<file path="src/rtl/demod_pkg.sv">
// Shared definitions for the conjugate-multiply demodulator: channel index
// width, wide I/Q accumulator pair and the round/reduce helper.
// Optional feature: DEMOD_SAT_EN selects saturation instead of wrap when the
// shifted result is reduced to the output width.
package demod_pkg;

  // Channel tag width carried alongside each beat (up to 16 channels).
  localparam int CH_W = 4;

  // Working width for rounding/reduction; wide enough for 2*IN_W+1 sums
  // plus the rounding constant for any supported IN_W up to 32.
  localparam int ACC_W = 72;

  // One I/Q component pair held at the working width.
  typedef struct packed {
    logic signed [ACC_W-1:0] im;
    logic signed [ACC_W-1:0] re;
  } iq_acc_t;

  // Round half up by 'shift' bits, then reduce to 'out_w' bits
  // (saturating or wrapping). Result is sign-extended back to ACC_W.
  function automatic logic signed [ACC_W-1:0] round_reduce(
    input logic signed [ACC_W-1:0] val,
    input int                      shift,
    input int                      out_w
  );
    logic signed [ACC_W-1:0] r;
    logic signed [ACC_W-1:0] hi;
    logic signed [ACC_W-1:0] lo;
    r = val;
    if (shift > 0) begin
      r = r + (ACC_W'(1) <<< (shift - 1));
    end
    r = r >>> shift;
`ifdef DEMOD_SAT_EN
    hi = (ACC_W'(1) <<< (out_w - 1)) - ACC_W'(1);
    lo = -(ACC_W'(1) <<< (out_w - 1));
    if (r > hi) begin
      r = hi;
    end else if (r < lo) begin
      r = lo;
    end
`else
    // Keep only the low out_w bits, sign-extended (two's complement wrap).
    hi = r <<< (ACC_W - out_w);
    lo = hi >>> (ACC_W - out_w);
    r  = lo;
`endif
    return r;
  endfunction

endpackage

</file>
<file path="src/rtl/conj_mult_stage.sv">
// Two-stage complex multiply cur*conj(prev): stage 1 registers the four
// partial products, stage 2 forms the sums, rounds and reduces to OUT_W.
// Both stages advance together on 'en'; bubbles travel with valid=0.
// Reduction mode follows DEMOD_SAT_EN (see demod_pkg).
module conj_mult_stage
  import demod_pkg::*;
#(
  parameter int IN_W  = 16,
  parameter int OUT_W = 32,
  parameter int SHIFT = 0
)(
  input  logic                    s00_axis_aclk,
  input  logic                    s00_axis_areset,
  input  logic                    en,
  input  logic                    in_valid,
  input  logic                    in_last,
  input  logic [CH_W-1:0]         in_ch,
  input  logic signed [IN_W-1:0]  cur_re,
  input  logic signed [IN_W-1:0]  cur_im,
  input  logic signed [IN_W-1:0]  prev_re,
  input  logic signed [IN_W-1:0]  prev_im,
  output logic                    out_valid,
  output logic                    out_last,
  output logic [CH_W-1:0]         out_ch,
  output logic signed [OUT_W-1:0] out_re,
  output logic signed [OUT_W-1:0] out_im
);

  localparam int PROD_W = 2 * IN_W;
  localparam int SUM_W  = PROD_W + 1;

  logic signed [PROD_W-1:0] p_rr_reg, p_ii_reg, p_ir_reg, p_ri_reg;
  logic                     s1_valid_reg, s1_last_reg;
  logic [CH_W-1:0]          s1_ch_reg;
  logic signed [SUM_W-1:0]  re_sum, im_sum;
  iq_acc_t                  sum_acc;

  // Stage 1: full-precision partial products plus beat tags.
  always_ff @(posedge s00_axis_aclk) begin
    if (s00_axis_areset) begin
      p_rr_reg     <= '0;
      p_ii_reg     <= '0;
      p_ir_reg     <= '0;
      p_ri_reg     <= '0;
      s1_valid_reg <= 1'b0;
      s1_last_reg  <= 1'b0;
      s1_ch_reg    <= '0;
    end else if (en) begin
      p_rr_reg     <= PROD_W'(cur_re) * PROD_W'(prev_re);
      p_ii_reg     <= PROD_W'(cur_im) * PROD_W'(prev_im);
      p_ir_reg     <= PROD_W'(cur_im) * PROD_W'(prev_re);
      p_ri_reg     <= PROD_W'(cur_re) * PROD_W'(prev_im);
      s1_valid_reg <= in_valid;
      s1_last_reg  <= in_last;
      s1_ch_reg    <= in_ch;
    end
  end

  // Sums at one bit wider than the products so they cannot overflow.
  assign re_sum = SUM_W'(p_rr_reg) + SUM_W'(p_ii_reg);
  assign im_sum = SUM_W'(p_ir_reg) - SUM_W'(p_ri_reg);

  // Sign-extend the sums to the working width for rounding.
  always_comb begin
    sum_acc    = '0;
    sum_acc.re = ACC_W'(re_sum);
    sum_acc.im = ACC_W'(im_sum);
  end

  // Stage 2: round, reduce and register the output beat.
  always_ff @(posedge s00_axis_aclk) begin
    if (s00_axis_areset) begin
      out_valid <= 1'b0;
      out_last  <= 1'b0;
      out_ch    <= '0;
      out_re    <= '0;
      out_im    <= '0;
    end else if (en) begin
      out_valid <= s1_valid_reg;
      out_last  <= s1_last_reg;
      out_ch    <= s1_ch_reg;
      out_re    <= OUT_W'(round_reduce(sum_acc.re, SHIFT, OUT_W));
      out_im    <= OUT_W'(round_reduce(sum_acc.im, SHIFT, OUT_W));
    end
  end

endmodule

</file>
<file path="src/rtl/demod_conj_mc.sv">
// Multi-channel conjugate-multiply demodulator: out = cur * conj(prev) per
// time-interleaved channel, AXI-Stream in/out with 2-cycle latency.
// Define DEMOD_SAT_EN to saturate results to OUT_W instead of wrapping.
module demod_conj_mc
  import demod_pkg::*;
#(
  parameter int IN_W   = 16,
  parameter int OUT_W  = 32,
  parameter int NUM_CH = 1,
  parameter int SHIFT  = 0
)(
  input  logic                 s00_axis_aclk,
  input  logic                 s00_axis_areset,
  input  logic                 s00_axis_tvalid,
  output logic                 s00_axis_tready,
  input  logic [2*IN_W-1:0]    s00_axis_tdata,
  input  logic                 s00_axis_tlast,
  output logic                 m00_axis_tvalid,
  input  logic                 m00_axis_tready,
  output logic [2*OUT_W-1:0]   m00_axis_tdata,
  output logic                 m00_axis_tlast,
  output logic [3:0]           m00_axis_tuser
);

  logic                    en, accept;
  logic [CH_W-1:0]         ch_cnt_reg;
  logic signed [IN_W-1:0]  cur_re, cur_im, prev_re, prev_im;
  logic signed [IN_W-1:0]  prev_re_ch [NUM_CH];
  logic signed [IN_W-1:0]  prev_im_ch [NUM_CH];
  logic signed [OUT_W-1:0] out_re, out_im;

  // Whole pipeline stalls together; a free output slot frees the input.
  assign en              = ~m00_axis_tvalid | m00_axis_tready;
  assign s00_axis_tready = en;
  assign accept          = s00_axis_tvalid & en;

  assign cur_re = s00_axis_tdata[IN_W-1:0];
  assign cur_im = s00_axis_tdata[2*IN_W-1:IN_W];

  // Round-robin channel counter; tlast resynchronises to channel 0.
  always_ff @(posedge s00_axis_aclk) begin
    if (s00_axis_areset) begin
      ch_cnt_reg <= '0;
    end else if (accept) begin
      if (s00_axis_tlast || ch_cnt_reg == CH_W'(NUM_CH - 1)) begin
        ch_cnt_reg <= '0;
      end else begin
        ch_cnt_reg <= ch_cnt_reg + 1'b1;
      end
    end
  end

  generate
    for (genvar gi = 0; gi < NUM_CH; gi++) begin : g_ch
      logic signed [IN_W-1:0] hist_re_reg, hist_im_reg;
      logic                   primed_reg;

      // Per-channel history; only an accepted beat of this channel updates it.
      always_ff @(posedge s00_axis_aclk) begin
        if (s00_axis_areset) begin
          hist_re_reg <= '0;
          hist_im_reg <= '0;
          primed_reg  <= 1'b0;
        end else if (accept && ch_cnt_reg == CH_W'(gi)) begin
          hist_re_reg <= cur_re;
          hist_im_reg <= cur_im;
          primed_reg  <= 1'b1;
        end
      end

      // An unprimed channel presents a zero reference, so its first product is 0.
      assign prev_re_ch[gi] = primed_reg ? hist_re_reg : '0;
      assign prev_im_ch[gi] = primed_reg ? hist_im_reg : '0;
    end
  endgenerate

  // Select the reference sample of the channel owning the current beat.
  always_comb begin
    prev_re = '0;
    prev_im = '0;
    for (int i = 0; i < NUM_CH; i++) begin
      if (ch_cnt_reg == CH_W'(i)) begin
        prev_re = prev_re_ch[i];
        prev_im = prev_im_ch[i];
      end
    end
  end

  conj_mult_stage #(
    .IN_W  (IN_W),
    .OUT_W (OUT_W),
    .SHIFT (SHIFT)
  ) u_mult (
    .s00_axis_aclk   (s00_axis_aclk),
    .s00_axis_areset (s00_axis_areset),
    .en              (en),
    .in_valid        (accept),
    .in_last         (s00_axis_tlast),
    .in_ch           (ch_cnt_reg),
    .cur_re          (cur_re),
    .cur_im          (cur_im),
    .prev_re         (prev_re),
    .prev_im         (prev_im),
    .out_valid       (m00_axis_tvalid),
    .out_last        (m00_axis_tlast),
    .out_ch          (m00_axis_tuser),
    .out_re          (out_re),
    .out_im          (out_im)
  );

  assign m00_axis_tdata = {out_im, out_re};

endmodule
</file>
<file path="config.mk">
export PLATFORM = sky130hd
export DESIGN_NAME = demod_conj_mc
export DESIGN_NICKNAME = d
export VERILOG_FILES = /design/src/rtl/demod_pkg.sv /design/src/rtl/conj_mult_stage.sv /design/src/rtl/demod_conj_mc.sv
export SDC_FILE = /design/constraint.sdc
export NUM_CORES = 2
export LEC_CHECK = 0
export BUFFER_PORTS_ARGS = -buffer_cell sky130_fd_sc_hd__buf_4
export CORE_ASPECT_RATIO = 1.4
export CORE_UTILIZATION = 55
export DETAILED_ROUTE_END_ITERATION = 8
export GPL_TIMING_DRIVEN = 0
export PLACE_DENSITY = 0.71
export SKIP_LAST_GASP = 1
export SYNTH_ARGS = -nofsm -noshare
export SYNTH_HDL_FRONTEND = slang
export SYNTH_HIERARCHICAL = 1
export SYNTH_SLANG_ARGS = --single-unit
</file>
<file path="constraint.sdc">
create_clock -name s00_axis_aclk -period 18.3 [get_ports s00_axis_aclk]
set_input_delay 2.745 -clock s00_axis_aclk [delete_from_list [all_inputs] [get_ports s00_axis_aclk]]
set_output_delay 2.745 -clock s00_axis_aclk [all_outputs]
set_load 0.02 [all_outputs]
</file>
[After elaboration in Yosys (flattened, before gate mapping)]
Cells that the tools add are included.
Word-level totals
  register bits after elaboration: 241
  output and inout bits: 71
  logic and storage cells: 34
  input bits: 37
Operators by class
  bitwise operators: 3
  muxes and demuxes: 5
  reductions and logical operators: 3
  multipliers: 4
  $add $sub $neg: 3
Operators with widths (count)
  16-bit by 16-bit multiplier with 32-bit output: 4
  16-bit 2-to-1 mux: 4
  32-bit adder: 1
  32-bit subtractor: 1
  4-bit by 1-bit adder with 4-bit output, second input constant: 1
  4-bit zero test: 1
  4-bit 2-to-1 mux: 1
  1-bit bitwise AND: 1
  1-bit logical AND: 1
  1-bit logical OR: 1
  1-bit NOT: 1
  1-bit bitwise OR: 1

[Longest topological paths before layout]
  depth in word-level cells: 4
  depth in mapped cells: 31
  gate-level depth less buffers: 28

[Cells and area by module]
The synthesis kept the hierarchy.
Modules (own cells, without submodules)
  conj_mult_stage: times used 1, sequential area each 4083.9 um2, area an instance 49298.5 um2, cells each 5516
  demod_conj_mc: times used 1, sequential area each 740.7 um2, area an instance 2098.3 um2, cells each 228

[Worst setup path before layout]
OpenSTA, ideal clock, no wires.
  kind: input-to-reg
  start point: input s00_axis_tdata[31]
  end point: register u_mult.p_ir_reg[27]
  path slack: 9426 ps
  required time: 18183 ps
  path buffers: 1
  arrival time: 8756 ps
  setup time: 117 ps
  stages: 22
  path through: clkbuf_1 > nand2_1 > inv_1 > fa_1 > fa_1 > fa_1 > fa_1 > fa_1 > inv_1 > fa_1 > inv_1 > ha_1 > a21o_1 > a21o_1 > a21oi_1 > o21ai_1 > a211o_1 > nor3_1 > nor2_1 > o21a_1 > or3_1 > a32o_1
On the way
  cells in the longest elaborated chain, start to end: 1
RTL lines
  start, declared: line demod_conj_mc.sv:16  | input logic [2*IN_W-1:0] s00_axis_tdata,
  16-bit by 16-bit multiplier with 32-bit output: line conj_mult_stage.sv:51  | p_ir_reg <= PROD_W'(cur_im) * PROD_W'(prev_re);
  end signal, assigned: line conj_mult_stage.sv:51
  end, declared: line conj_mult_stage.sv:32  | logic signed [PROD_W-1:0] p_rr_reg, p_ii_reg, p_ir_reg, p_ri_reg;
Every way passes these cells.
A chain may end at the register's enable or synchronous reset.

[Worst setup path in the final report]
  start point: input s00_axis_tdata[21]
  end point: register u_mult.p_ii_reg[28]
On the way
  cells in the longest elaborated chain, start to end: 1
RTL lines
  16-bit by 16-bit multiplier with 32-bit output: line conj_mult_stage.sv:50  | p_ii_reg <= PROD_W'(cur_im) * PROD_W'(prev_im);
  end signal, assigned: line conj_mult_stage.sv:50
  end, declared: line conj_mult_stage.sv:32
Every way passes these cells.

==> results_dict.tcl <==
set metrics [dict create \
    endpoint_kind "register" \
    postSynthCellCount 5744 \
    synth_top_area_cell "fa_1" \
    hold_path_startpoint "u_mult/out_re[30]" \
    ant_nets 0 \
    dp_hpwl_mm 150 \
    arrival_ps 10820 \
    comb_power_share_pct 56.3 \
    cts_max_level 1 \
    min_period_over_period_pct 56.9 \
    rsz0062_at_grt "false" \
    worst_pin_slew_ps 1420 \
    synth_area_leaders "fa_1, ha_1, dfxtp_1" \
    ir_drop_uv 116 \
    grt_pass1_wl_mm 271 \
    gp_congestion 1.07 \
    nFillCells 8366 \
    crit_fanout 10 \
    setup_tns_ps 0 \
    start_util_pct 55.6 \
    avgSynthCellArea_um2 8.95 \
    min_to "u_mult/out_re[30]" \
    row_count 132 \
    cp_common_cell "fa_1" \
    clockBufferDepth 3 \
    pwr-share-seq_pct 23.7 \
    gr-total-overflow 0 \
    clk_latency_ps 590 \
    netlist_area_um2 51400 \
    hold_violations 0 \
    drive_gt1_share_pct 3.66 \
    vias 41700 \
    cts-resized-gates 0 \
    crit_type "in2reg" \
    worstPathCellList "buf_4 -> clkbuf_1 -> nand2_1 -> fa_1 -> inv_1 -> fa_1 -> inv_1 -> fa_1 -> inv_1 -> fa_1 -> fa_1 -> inv_1 -> fa_1 -> inv_1 -> ha_1 -> clkbuf_1 -> o21ai_0 -> a221oi_1 -> o41ai_2 -> a21oi_1 -> a211oi_1 -> xor2_1 -> o21ai_1" \
    cp_slowest_cell "xor2_1" \
    max_slew_margin_pct 4.76 \
    p_clk_share_pct 19.9 \
    fp.dieW_um 260 \
    min_path_cells 2 \
    fmax_mhz 96.1 \
    synth_edf_count 0 \
    post_cts_buffers 0 \
    powerDensity_nw_per_um2 52.5 \
    grt_max_degree 16 \
    die-area_um2 94700 \
    drt_first_pass_iters 6 \
    outcome "completed" \
    setup_viol 0 \
    die_y_um 364 \
    yosysTopAreaCellShare_pct 40.9 \
    drtIter0Drc 3831 \
    p_sw_share_pct 46.8 \
    grt_pass1_vias 43500 \
    r2r_end "u_mult/p_ii_reg[28]" \
    wl_per_cell_um 25.4 \
    syn_nets 7223 \
    r2r_cells 26 \
    fin_crit_ps 10400 \
    numCtsBuffers 25 \
    p_leak_nw 28.6 \
    yosysWarnings 6 \
    synth_flop_cell "dfxtp_1" \
    async_reset_ff_share_pct 0 \
    wirelength_mm 181 \
    maxSlewViolCount 0 \
    place_area_um2 53700 \
    synth_seq_cells 241 \
    cpPeakStageDelay_ps 980 \
    syn_to_final_growth_pct 6.24 \
    crit_required_ps 18720 \
    clk_pin_slew_worst_paths_ps 60 \
    cts_sinks 241 \
    final_cell_area_um2 54600 \
    p_int_mw 1.53 \
    startpoint_type "input pin" \
    grt_antenna_before_repair 23 \
    drc 0 \
    cts_tree "done" \
    timing.rr.start "ch_cnt_reg[0]" \
    via_per_inst 5.86 \
    ios 108 \
    reg2reg_slack_ps 8110 \
    clock-root-buffer "clkbuf_16" \
    clock_skew_ps 25.9 \
    core_um2 92500 \
    ys_seq_area_share_pct 9.39 \
    finalNetCount 7355 \
    hold_class "reg2reg" \
    io_buffers 105 \
    synth_cell_type_count 81 \
    power_mw 2.87 \
    postCtsHoldBufs 0 \
    grt_use_total_pct 39.3 \
    p_switching_mw 1.34 \
    max_cap_violations 0 \
]
worst max-delay path: cells and delay by family:
family,cells,cell delay [ps]
buf+inv,8,1490
xor+xnor,1,980
simple gates,1,160
compound gates,6,2120
fa+ha+maj,7,3300
final cells by class:
cell class / count / area, µm² / share of cell area (%)
Antenna cell: 9 / 22.5 / 0.0412
Buffer: 283 / 1140 / 2.08
Clock buffer: 30 / 674 / 1.24
Clock inverter: 16 / 204 / 0.374
Inverter: 1213 / 4550 / 8.34
Multi-Input combinational cell: 4007 / 40900 / 74.9
Sequential cell: 241 / 4820 / 8.84
Tap cell: 1206 / 1510 / 2.76
Timing Repair Buffer: 105 / 788 / 1.44
metrics by stage:
stage | hold slack [ps] | instances | util [%] | setup slack, ps
4_1_cts | 449 | 7101 | 59.0 | 7680
6_report | 449 | 7110 | 59.0 | 7900
5_1_grt | 467 | 7102 | 59.0 | 7770
3_3_place_gp | 438 | 7055 | 58.1 | 7230
3_5_place_dp | 441 | 7055 | 58.1 | 7110
2_1_floorplan | 425 | 5744 | - | 9430
placed cells by master (no fill, tap or decap), types with 7 or more instances in the layout:
master / n
a211o_1: 10
a211oi_1: 41
a21o_1: 71
a21oi_1: 193
a31oi_1: 24
and2_1: 509
and3_1: 49
buf_1: 23
buf_2: 8
buf_4: 112
clkbuf_1: 242
clkbuf_16: 25
dfxtp_1: 241
diode_2: 9
fa_1: 1050
ha_1: 392
inv_1: 1213
mux2i_1: 99
nand2_1: 580
nand2b_1: 34
nand3_1: 32
nand3b_1: 7
nand4_1: 51
nor2_1: 294
nor2b_1: 26
nor3_1: 44
o211ai_1: 11
o21a_1: 27
o21ai_0: 39
o21ai_1: 70
o21bai_1: 23
o31a_1: 7
o31ai_1: 13
o31ai_2: 28
or3_1: 14
xnor2_1: 131
xor2_1: 53
how the worst max path moves through the flow:
stage	from	endpoint	slack, ps
floorplan	s00_axis_tdata[31]	u_mult/p_ir_reg[27]	9430
global placement	s00_axis_tdata[21]	u_mult/p_ii_reg[28]	7230
detailed placement	s00_axis_tdata[21]	u_mult/p_ii_reg[28]	7110
CTS	s00_axis_tdata[21]	u_mult/p_ii_reg[28]	7680
global route	s00_axis_tdata[21]	u_mult/p_ii_reg[28]	7770
finish	s00_axis_tdata[21]	u_mult/p_ii_reg[28]	7900
routing by layer:
layer	GRT usage, %	routed length [µm]
met1	46.7	62700
met2	61.9	81300
met4	30.7	17900
met5	0	147
met3	8.80	18500
kinds of logic after synthesis:
| logic type | after synthesis | synth area share (%) |
|---|---|---|
| xor gates and xnor gates | 184 | 3.14 |
| adders and majority gates | 1442 | 50.4 |
| DFF | 241 | 9.39 |
| and+or+nand+nor | 1660 | 15.9 |
| AOI/OAI and AO/OA | 621 | 8.15 |
| buffers and inverters | 1496 | 11.1 |
| muxes | 100 | 1.96 |
synthesized netlist by cell type (all sizes together), types with 4 or more instances:
| library cell | number |
|---|---|
| ha | 392 |
| a22o | 4 |
| xnor2 | 131 |
| o21ai | 109 |
| buf | 42 |
| nand2 | 580 |
| or3 | 14 |
| clkbuf | 241 |
| o31ai | 43 |
| o21a | 27 |
| a2111oi | 6 |
| a21o | 72 |
| nor3 | 44 |
| nor2 | 294 |
| nand3 | 33 |
| a32o | 4 |
| o31a | 7 |
| a211oi | 42 |
| o21bai | 23 |
| dfxtp | 241 |
| o211ai | 11 |
| and3 | 49 |
| nor2b | 26 |
| inv | 1213 |
| xor2 | 53 |
| nand4 | 52 |
| nand3b | 7 |
| or2 | 6 |
| a21oi | 195 |
| a31oi | 24 |
| mux2i | 99 |
| fa | 1050 |
| nand2b | 34 |
| a211o | 10 |
| and2 | 509 |
power groups by stage:
stage	logic [mW]	registers, mW	clock network (mW)
floorplan	0.973	0.712	0
global placement	1.54	0.689	0
detailed placement	1.55	0.689	0
CTS	1.58	0.679	0.576
global route	1.74	0.688	0.595
finish	1.61	0.680	0.571
(Power assumes the default switching activity.)
